--- src/rtl/ram8_access_ctrl.sv ---
// Request sequencer in front of an 8-word RAM8: turns valid/ready requests into timed
// load/address/in strobes, absorbs the registered read latency and offers a clear sweep.
module ram8_access_ctrl #(
    parameter int                    DATA_WIDTH  = 16,
    parameter int                    ADDR_WIDTH  = 3,
    parameter logic [DATA_WIDTH-1:0] CLEAR_VALUE = '0
) (
    input  logic                  clk,
    input  logic                  rst_n,
    input  logic                  req_valid,
    output logic                  req_ready,
    input  logic                  req_we,
    input  logic [ADDR_WIDTH-1:0] req_addr,
    input  logic [DATA_WIDTH-1:0] req_data,
    output logic                  rsp_valid,
    input  logic                  rsp_ready,
    output logic [DATA_WIDTH-1:0] rsp_data,
    input  logic                  clr_start,
    output logic                  clr_done,
    output logic                  busy,
    output logic                  ram_load,
    output logic [ADDR_WIDTH-1:0] ram_address,
    output logic [DATA_WIDTH-1:0] ram_in,
    input  logic [DATA_WIDTH-1:0] ram_out
);

    typedef enum logic [2:0] {IDLE, WR, RD1, RD2, RESP, CLR} state_t;

    state_t                  state_q;
    logic                    ram_load_q;
    logic [ADDR_WIDTH-1:0]   ram_address_q;
    logic [DATA_WIDTH-1:0]   ram_in_q;
    logic                    rsp_valid_q;
    logic [DATA_WIDTH-1:0]   rsp_data_q;
    logic                    clr_done_q;

    // A pending clear request steals the IDLE slot, so the request channel is refused.
    assign req_ready   = (state_q == IDLE) && !clr_start;
    assign busy        = (state_q != IDLE);
    assign ram_load    = ram_load_q;
    assign ram_address = ram_address_q;
    assign ram_in      = ram_in_q;
    assign rsp_valid   = rsp_valid_q;
    assign rsp_data    = rsp_data_q;
    assign clr_done    = clr_done_q;

    always_ff @(posedge clk or negedge rst_n) begin
        if (!rst_n) begin
            state_q       <= IDLE;
            ram_load_q    <= 1'b0;
            ram_address_q <= '0;
            ram_in_q      <= '0;
            rsp_valid_q   <= 1'b0;
            rsp_data_q    <= '0;
            clr_done_q    <= 1'b0;
        end else begin
            clr_done_q <= 1'b0;
            case (state_q)
                IDLE: begin
                    if (clr_start) begin
                        ram_address_q <= '0;
                        ram_in_q      <= CLEAR_VALUE;
                        ram_load_q    <= 1'b1;
                        state_q       <= CLR;
                    end else if (req_valid) begin
                        ram_address_q <= req_addr;
                        if (req_we) begin
                            ram_in_q   <= req_data;
                            ram_load_q <= 1'b1;
                            state_q    <= WR;
                        end else begin
                            ram_load_q <= 1'b0;
                            state_q    <= RD1;
                        end
                    end
                end
                WR: begin
                    ram_load_q <= 1'b0;
                    state_q    <= IDLE;
                end
                // RAM8 captures the addressed word into ram_out at the end of RD1.
                RD1: state_q <= RD2;
                RD2: begin
                    rsp_data_q  <= ram_out;
                    rsp_valid_q <= 1'b1;
                    state_q     <= RESP;
                end
                RESP: begin
                    if (rsp_ready) begin
                        rsp_valid_q <= 1'b0;
                        state_q     <= IDLE;
                    end
                end
                CLR: begin
                    if (&ram_address_q) begin
                        ram_load_q    <= 1'b0;
                        ram_address_q <= '0;
                        clr_done_q    <= 1'b1;
                        state_q       <= IDLE;
                    end else begin
                        ram_address_q <= ram_address_q + 1'b1;
                    end
                end
                default: begin
                    ram_load_q <= 1'b0;
                    state_q    <= IDLE;
                end
            endcase
        end
    end

endmodule

--- config.mk ---
export PLATFORM = sky130hd
export DESIGN_NAME = ram8_access_ctrl
export DESIGN_NICKNAME = d
export VERILOG_FILES = /design/src/rtl/ram8_access_ctrl.sv
export SDC_FILE = /design/constraint.sdc
export NUM_CORES = 1
export LEC_CHECK = 0
export BUFFER_PORTS_ARGS = -buffer_cell sky130_fd_sc_hd__buf_2
export CAP_MARGIN = 0
export CORE_UTILIZATION = 42
export DETAILED_ROUTE_END_ITERATION = 12
export PLACE_DENSITY = 0.72
export SLEW_MARGIN = 10
export SYNTH_ARGS = -nofsm -noshare
export SYNTH_HDL_FRONTEND = slang
export SYNTH_SLANG_ARGS = --single-unit
--- constraint.sdc ---
create_clock -name clk -period 1.5 [get_ports clk]
set_clock_uncertainty 0.15 [all_clocks]
set_input_delay 0.3 -clock clk [delete_from_list [all_inputs] [get_ports clk]]
set_output_delay 0.3 -clock clk [all_outputs]
set_load 0.1 [all_outputs]
### Word level (Yosys, flattened, before mapping)

Index checks and enable logic that the tools add are counted.
W data, S select, Z words.

| storage, ports and cells | value |
|---|---|
| bits in latches | 0 |
| bits of input ports | 41 |
| bits in registers | 41 |
| memories kept | 0 |
| word-level logic and storage cells | 53 |
| bits in read-only memories | 0 |
| bits in writable memories | 0 |

| cells by class | value |
|---|---|
| equality and inequality tests | 7 |
| div/mod/pow operators | 0 |
| add/subtract/negate cells | 1 |
| $mul | 0 |
| magnitude comparators | 0 |
| muxes and demuxes | 22 |
| bitwise operators | 1 |
| shift-type cells | 0 |
| reductions and logical operators | 15 |

Operators by type and width:

| operator | number |
|---|---|
| $mux W16 | 3 |
| $mux W3 | 7 |
| $pmux W3 S5 | 1 |
| $reduce_and A3 Y1 | 4 |
| $reduce_bool A2 Y1 | 4 |
| $mux W1 | 7 |
| $eq A3 B2 Y1 const B | 2 |
| $eq A3 B3 Y1 const B | 2 |
| $pmux W3 S2 | 1 |
| $ne A2 B2 Y1 const B | 2 |
| $reduce_and A2 Y1 | 2 |
| $add A3 B1 Y3 const B | 1 |
| $logic_not A3 Y1 | 1 |
| $ne A3 B3 Y1 const B | 1 |
| $pmux W1 S3 | 1 |
| $reduce_bool A3 Y1 | 1 |
| $reduce_or A3 Y1 | 1 |
| $mux W2 | 1 |
| $pmux W1 S2 | 1 |
| $logic_and A1 B1 Y1 | 1 |
| $logic_not A1 Y1 | 1 |
| $not A1 Y1 | 1 |

### Depth between registers and ports, before layout

Gate-level depths: netlist of the first run.

| depth | value |
|---|---|
| depth after elaboration | 4 |
| gate-level depth with buffers | 7 |
| mapped depth without buffers | 5 |

### Least setup slack after synthesis of the first run

Ideal clock, no wire load.

| timing path | value |
|---|---|
| kind | register to output |
| start point | register state_q[2] |
| end point | output port req_ready |
| arrival | 2511 ps |
| cell stages (with the launch flop) | 5 |
| path slack | -1461 ps |
| path buffers | 1 |
| data required time | 1050 ps |
| cells stage by stage | dfrtp_1 > buf_6 > nor3_4 > inv_1 > nor2_1 |

| between the ends | value |
|---|---|
| longest elaborated chain between the ends | 2 |

Ends and longest elaborated chain:

| element | line | source |
|---|---|---|
| start: declaration | 29 | `state_t state_q;` |
| start signal: assignment | 49 | `state_q <= IDLE;` |
| start signal: assignment | 64 | `state_q <= CLR;` |
| start signal: assignment | 70 | `state_q <= WR;` |
| $logic_not A3 Y1 | 38 | `assign req_ready = (state_q == IDLE) && !clr_start;` |
| $logic_and A1 B1 Y1 | 38 |  |
| end: declaration | 11 | `output logic req_ready,` |

No other way between the ends.

### Worst setup path in the final report of the first run

Same ends and word-level chain as after synthesis.

==> summary.md, run 1 <==
| Metric | Value |
|---|---|
| Syn-to-layout area delta | 76.4% |
| Antenna cell count | 0 |
| Worst R2R Path Depth | 5 |
| Syn avg cell area | 11.4 um^2 |
| Slew Limit Fails | 0 |
| CTS root buf | clkbuf_8 |
| Die width | 67.8 um |
| Initial antenna violation count | 0 |
| Post-Route Setup TNS | -0.691 ns |
| Final HPWL from detailed placement | 3270 um |
| Crit end category | output port |
| Vias per cell | 5.05 |
| Final Util | 78.5% |
| Starting Density | 44.5% |
| Status | finished with violations |
| Nets | 301 |
| Initial drt markers | 40 |
| PortBufs | 80 |
| GRT Residual Overflow | 0 |
| WL final | 4680 um |
| Placer congestion estimate | 0.840 |
| Cell area after synthesis | 1820 um^2 |
| Synthesis-stage register bit count | 41 |
| Total CTS buffers | 5 |
| # DRC | 0 |
| Rel. slew slack | 79.1% |
| Most frequent cells in the layout | buf_12 (41), buf_2 (40), dfrtp_1 (37), nand2_1 (36), nand3b_1 (19) |
| Final Hold Vio Count | 0 |
| DIE AREA | 4600 um^2 |
| Filler cells | 256 |
| Clk buf depth | 2 |
| Clk_lat worst skew | 0.28 ns |
| Max FO, Critical Path | 4 |
| Synth Warn # | 0 |
| Share of layout cells above drive strength 1 | 54.4% |
| IO Pins | 81 |
| Area leader, netlist | dfrtp_1 |
| Final setup vio count | 5 |
| Reg area | 1040 um^2 |
| Setup crit start kind | flop |
| Fin crit period | 1.80 ns |
| Largest net degree at the start of global routing | 24 |
| CTS clk-pin slew, worst paths | 0.08 ns |
| Height of the die | 67.8 um |
| Dominant cells by area after synthesis | dfrtp_1 (56%), mux2_2 (11%), nand3b_1 (7.8%), nand2_1 (7.6%), o21ai_0 (1.9%) |
| CTS tree | done |
| First-pass GRT wire length | 7310 um |
| Via count | 1,561 |
| Worst slew pin tran | 0.313 ns |
| Max cap viols | 0 |
| WS Path Type | flop to output port |
| Fmax | 557 MHz |
| WL/cell | 15.1 um |
| Final worst path period share | 120% |
| Area of the core | 4090 um^2 |
| Worst EP arrival | 1.35 ns |
| # rows | 23 |
| Data required time at the worst endpoint | 1.05 ns |
| Hold WC Path Type | input pin to flop |
| Unique cell type count in the Yosys netlist | 27 |
| Worst Hold Depth | 2 |
| Multi-input gate area | 802 um^2 |
| Synth top area share | 56.4% |
| Post-synthesis cell count | 159 |
| RSZ-0062 raised after global routing | true |
| Syn Nets | 202 |
| Max H-tree Level | 2 |
| DRT Pass-1 Iters | 4 |
| Violated checks | setup timing |
| Post-synthesis sequential area ratio | 56.4% |
| Detail Route Antenna Nets | 0 |
| GRT Util Overall | 22.0% |
| Most common cell after layout, fill and taps aside | buf_12 |
| Sink Count | 41 |
| Setup ws final | -0.297 ns |
| Vias in the first global route | 1,532 |
## cell families (layout without fill, tap and decap cells)
kind of cell	Yosys count	count (layout)	share of synthesized area, %
simple gates	68	70	21.0
compound gates	17	17	5.64
mux	18	18	11.1
buf+inv	13	111	4.47
flops	41	41	56.4
fa+ha+maj	2	2	1.38
## registers in the layout, summed over array words and instances (netlist names)
signal,count
rsp_data,16
ram_load,1
state_q,3
rsp_valid,1
clr_done,1
ram_address,3
ram_in,16
## per-stage QoR
| step | cell area, um^2 | cells | setup WS (ns) | hold slack (ns) |
|---|---|---|---|---|
| floorplan | 1870 | 159 | -0.706 | -0.146 |
| global placement | 2970 | 292 | -0.0374 | 0.123 |
| detailed placement | 2970 | 292 | -0.0810 | 0.134 |
| CTS | 3210 | 309 | -0.294 | 0.0818 |
| global route | 3210 | 309 | -0.352 | 0.0783 |
| finish | 3210 | 309 | -0.297 | 0.0878 |
## worst max-delay path, stage by stage, from the launching register on
cell	delay [ns]
dfrtp_1	0.43
nor3_4	0.25
inv_2	0.09
nor2_4	0.11
buf_12	0.18
## path summary, 6_finish.rpt
| kind | start | to | slack (ns) |
|---|---|---|---|
| max | state_q[2]$_DFFE_PN0P_ | req_ready | -0.30 |
| min | ram_out[8] | rsp_data[8]$_DFFE_PN0N_ | 0.09 |
| max reg2reg | state_q[2]$_DFFE_PN0P_ | ram_address[0]$_DFFE_PN0P_ | -0.12 |
| min reg2reg | ram_in[1]$_DFFE_PN0P_ | ram_in[1]$_DFFE_PN0P_ | 0.38 |
| max in group asynchronous | rst_n | ram_address[1]$_DFFE_PN0P_ | 0.51 |
| min in group asynchronous | rst_n | rsp_data[11]$_DFFE_PN0N_ | 0.38 |
## per-layer routing
layer  part of all wire (%)  GRT usage, %  vias to the layer above
met4                    1.8          7.03                        0
met3                    6.8          6.00                        8
met2                     52          38.6                       68
li1                       -             -                      741
met1                     39          26.1                      744
met5                      0             0                        -
## cell type report
class                   count  area share (%)
multi-input cells         107            25.0
repair buffers             99            36.6
clock inverters             2            1.17
clock buffers               6            2.57
flip-flops and latches     41            32.3
inverters                   4           0.468
well taps                  50            1.95
## cell usage after synthesis, drive strengths merged
library cell / n
nand3b: 20
buf: 7
a32oi: 1
nor2: 4
nand2: 37
ha: 2
clkbuf: 2
dfrtp: 41
o21ai: 7
nor3: 2
o21a: 1
mux2: 18
and2: 2
nand2b: 1
nor3b: 1
o31ai: 1
a22oi: 1
inv: 4
a21oi: 4
and4b: 1
o2111ai: 1
a21o: 1
## what timing repair did
item / 4_1_cts / 5_1_grt
cloned: 2 / 0
setup buffers: 6 / 1
resized for setup: 9 / 1
endpoints found under the hold margin: 41 / 0
endpoints found under the setup margin: 21 / 16
pin swaps: 2 / 4
hold buffers: 1 / 0
Power of run 1 is left out: the tool's default activity adds up to more than one toggle a clock period on the data nets, which glitch-free logic cannot reach.
==> run 2, diff against run 1 <==
--- a/config.mk
+++ b/config.mk
@@ -7,9 +7,10 @@
 export LEC_CHECK = 0
 export BUFFER_PORTS_ARGS = -buffer_cell sky130_fd_sc_hd__buf_2
 export CAP_MARGIN = 0
-export CORE_UTILIZATION = 42
+export CORE_UTILIZATION = 44
+export CTS_BUF_LIST = sky130_fd_sc_hd__clkbuf_2
 export DETAILED_ROUTE_END_ITERATION = 12
-export PLACE_DENSITY = 0.72
+export PLACE_DENSITY = 0.75
 export SLEW_MARGIN = 10
 export SYNTH_ARGS = -nofsm -noshare
 export SYNTH_HDL_FRONTEND = slang
==> run 2 against run 1 <==
  * The flow still finishes with violations (setup timing)
  * Die area decreased by 4.4%
  * Utilization increased by 12 points
  * Final area increased by 12%
  * Highest routed layer unchanged
==> summary.md, run 2 (same netlist as run 1, synthesis figures left out) <==
| Metric | Value |
|---|---|
| Status | finished with violations |
| Violated checks | setup timing |
| First-pass GRT wire length | 8660 um |
| Syn-to-layout area delta | 97.1% |
| WL final | 6050 um |
| Max H-tree Level | 2 |
| Cell Count, Final, Fillers Out | 349 |
| Worst R2R Path Depth | 5 |
| Vias in the first global route | 1,796 |
| CP max stage delay | 0.47 ns |
| Clk buf depth | 2 |
| Filler cells | 153 |
| Fmax | 522 MHz |
| CP Buf/Inv Count | 2 |
| CTS clk-pin slew, worst paths | 0.18 ns |
| Clk_lat worst skew | 0.40 ns |
| GRT Util Overall | 27.6% |
| RSZ-0062 raised after global routing | true |
| Final worst path period share | 128% |
| Data required time at the worst endpoint | 1.05 ns |
| Nets | 341 |
| Crit-path cells | nor3_4 > inv_2 > nor2_4 > buf_12 |
| Worst r2r src | state_q[2]$_DFFE_PN0P_ |
| IO Pins | 81 |
| Total CTS buffers | 5 |
| Largest net degree at the start of global routing | 29 |
| Pre-CTS setup slack | -0.0648 ns |
| Worst EP arrival | 1.47 ns |
| Setup ws final | -0.415 ns |
| Cell count after placement | 292 |
| Final setup vio count | 12 |
| Initial antenna violation count | 0 |
| PortBufs | 80 |
| CTS tree | done |
| Sink Count | 41 |
| Via count | 1,768 |
| Most common cell after layout, fill and taps aside | buf_12 |
| DRT Pass-1 Iters | 4 |
| Max FO, Critical Path | 4 |
| Antenna cell count | 0 |
| CP Depth | 4 |
| Hold WC Path Type | input pin to flop |
| Die width | 66.3 um |
| Reg2reg end | ram_address[0]$_DFFE_PN0P_ |
| Worst slew pin tran | 0.251 ns |
| Setup crit start kind | flop |
| GRT Residual Overflow | 0 |
| Initial drt markers | 42 |
| Final HPWL from detailed placement | 3300 um |
| Max cap viols | 0 |
| Hold WS | 0.0339 ns |
| DIE AREA | 4400 um^2 |
| Vias per cell | 5.07 |
| Hold Startpoint | req_data[1] |
| Worst Hold Depth | 3 |
| Slew Limit Fails | 0 |
| FF-to-FF setup slack | -0.09 ns |
| Starting Density | 45.8% |
| Share of layout cells above drive strength 1 | 50.2% |
| Hold EP | ram_in[1]$_DFFE_PN0P_ |
| Post-Route Setup TNS | -1.17 ns |
| Most frequent cells in the layout | buf_12 (42), buf_2 (40), dfrtp_1 (37), nand2_1 (36), dlygate4sd3_1 (33) |
| WS Path Type | flop to output port |
| Detail Route Antenna Nets | 0 |
| CTS root buf | clkbuf_2 |
| Final Hold Vio Count | 0 |
| Slowest library cell on the worst path | dfrtp_2 |
| Crit end category | output port |
| Critical path's top delay family | flip-flops |
| # DRC | 0 |
| Placer congestion estimate | 0.872 |
| Rel. slew slack | 83.3% |
| Area of the core | 3970 um^2 |
| # rows | 23 |
| WL/cell | 17.3 um |
| Fin crit period | 1.92 ns |
| Height of the die | 66.3 um |
[run 2: repair_timing]
| item | 4_1_cts | 5_1_grt |
|---|---|---|
| endpoints found under the hold margin | 71 | 2 |
| setup endpoints to repair | 36 | 62 |
| cloned | 2 | 0 |
| hold buffers | 31 | 2 |
| buffers inserted | 9 | 7 |
| resized for setup | 16 | 3 |
| pin swaps | 4 | 2 |
[run 2: how the worst max path moves through the flow]
stage	start	end	slack, ns
after floorplan	state_q[2]$_DFFE_PN0P_	req_ready	-0.71
after global placement	state_q[0]$_DFFE_PN0P_	req_ready	-0.05
after detailed placement	state_q[2]$_DFFE_PN0P_	ram_address[1]$_DFFE_PN0P_	-0.06
after CTS	state_q[2]$_DFFE_PN0P_	req_ready	-0.44
after global routing	state_q[2]$_DFFE_PN0P_	req_ready	-0.51
final	state_q[0]$_DFFE_PN0P_	req_ready	-0.42
[run 2: through the flow]
stage | cell area [um^2] | utilization, %
3_5_place_dp | 2990 | 75.2
4_1_cts | 3520 | 88.6
6_report | 3590 | 90.3
3_3_place_gp | 2990 | 75.2
2_1_floorplan | 1870 | -
5_1_grt | 3590 | 90.3
[run 2: tightest hold or removal path, cell delays in order]
cell	delay, ns
buf_2	0.08
nand3b_1	0.08
nand2_1	0.09
[run 2: final cells by class]
cell class,instances,area [um^2],share of cell area [%]
inverter,4,15.0,0.419
multi-input combinational,107,845,23.6
timing repair buffer,139,1560,43.6
clock inverter,2,35.0,0.977
clock buffer,6,30.0,0.837
tap,50,62.6,1.74
sequential,41,1040,28.9
[run 2: layer usage]
metal,track usage (%),vias up,part of all wire (%)
li1,-,819,-
met1,29.5,851,37
met2,51.8,82,55
met3,6.38,16,6.0
met4,10.6,0,2.2
met5,0,-,0
Power of run 2 is left out for the same reason.
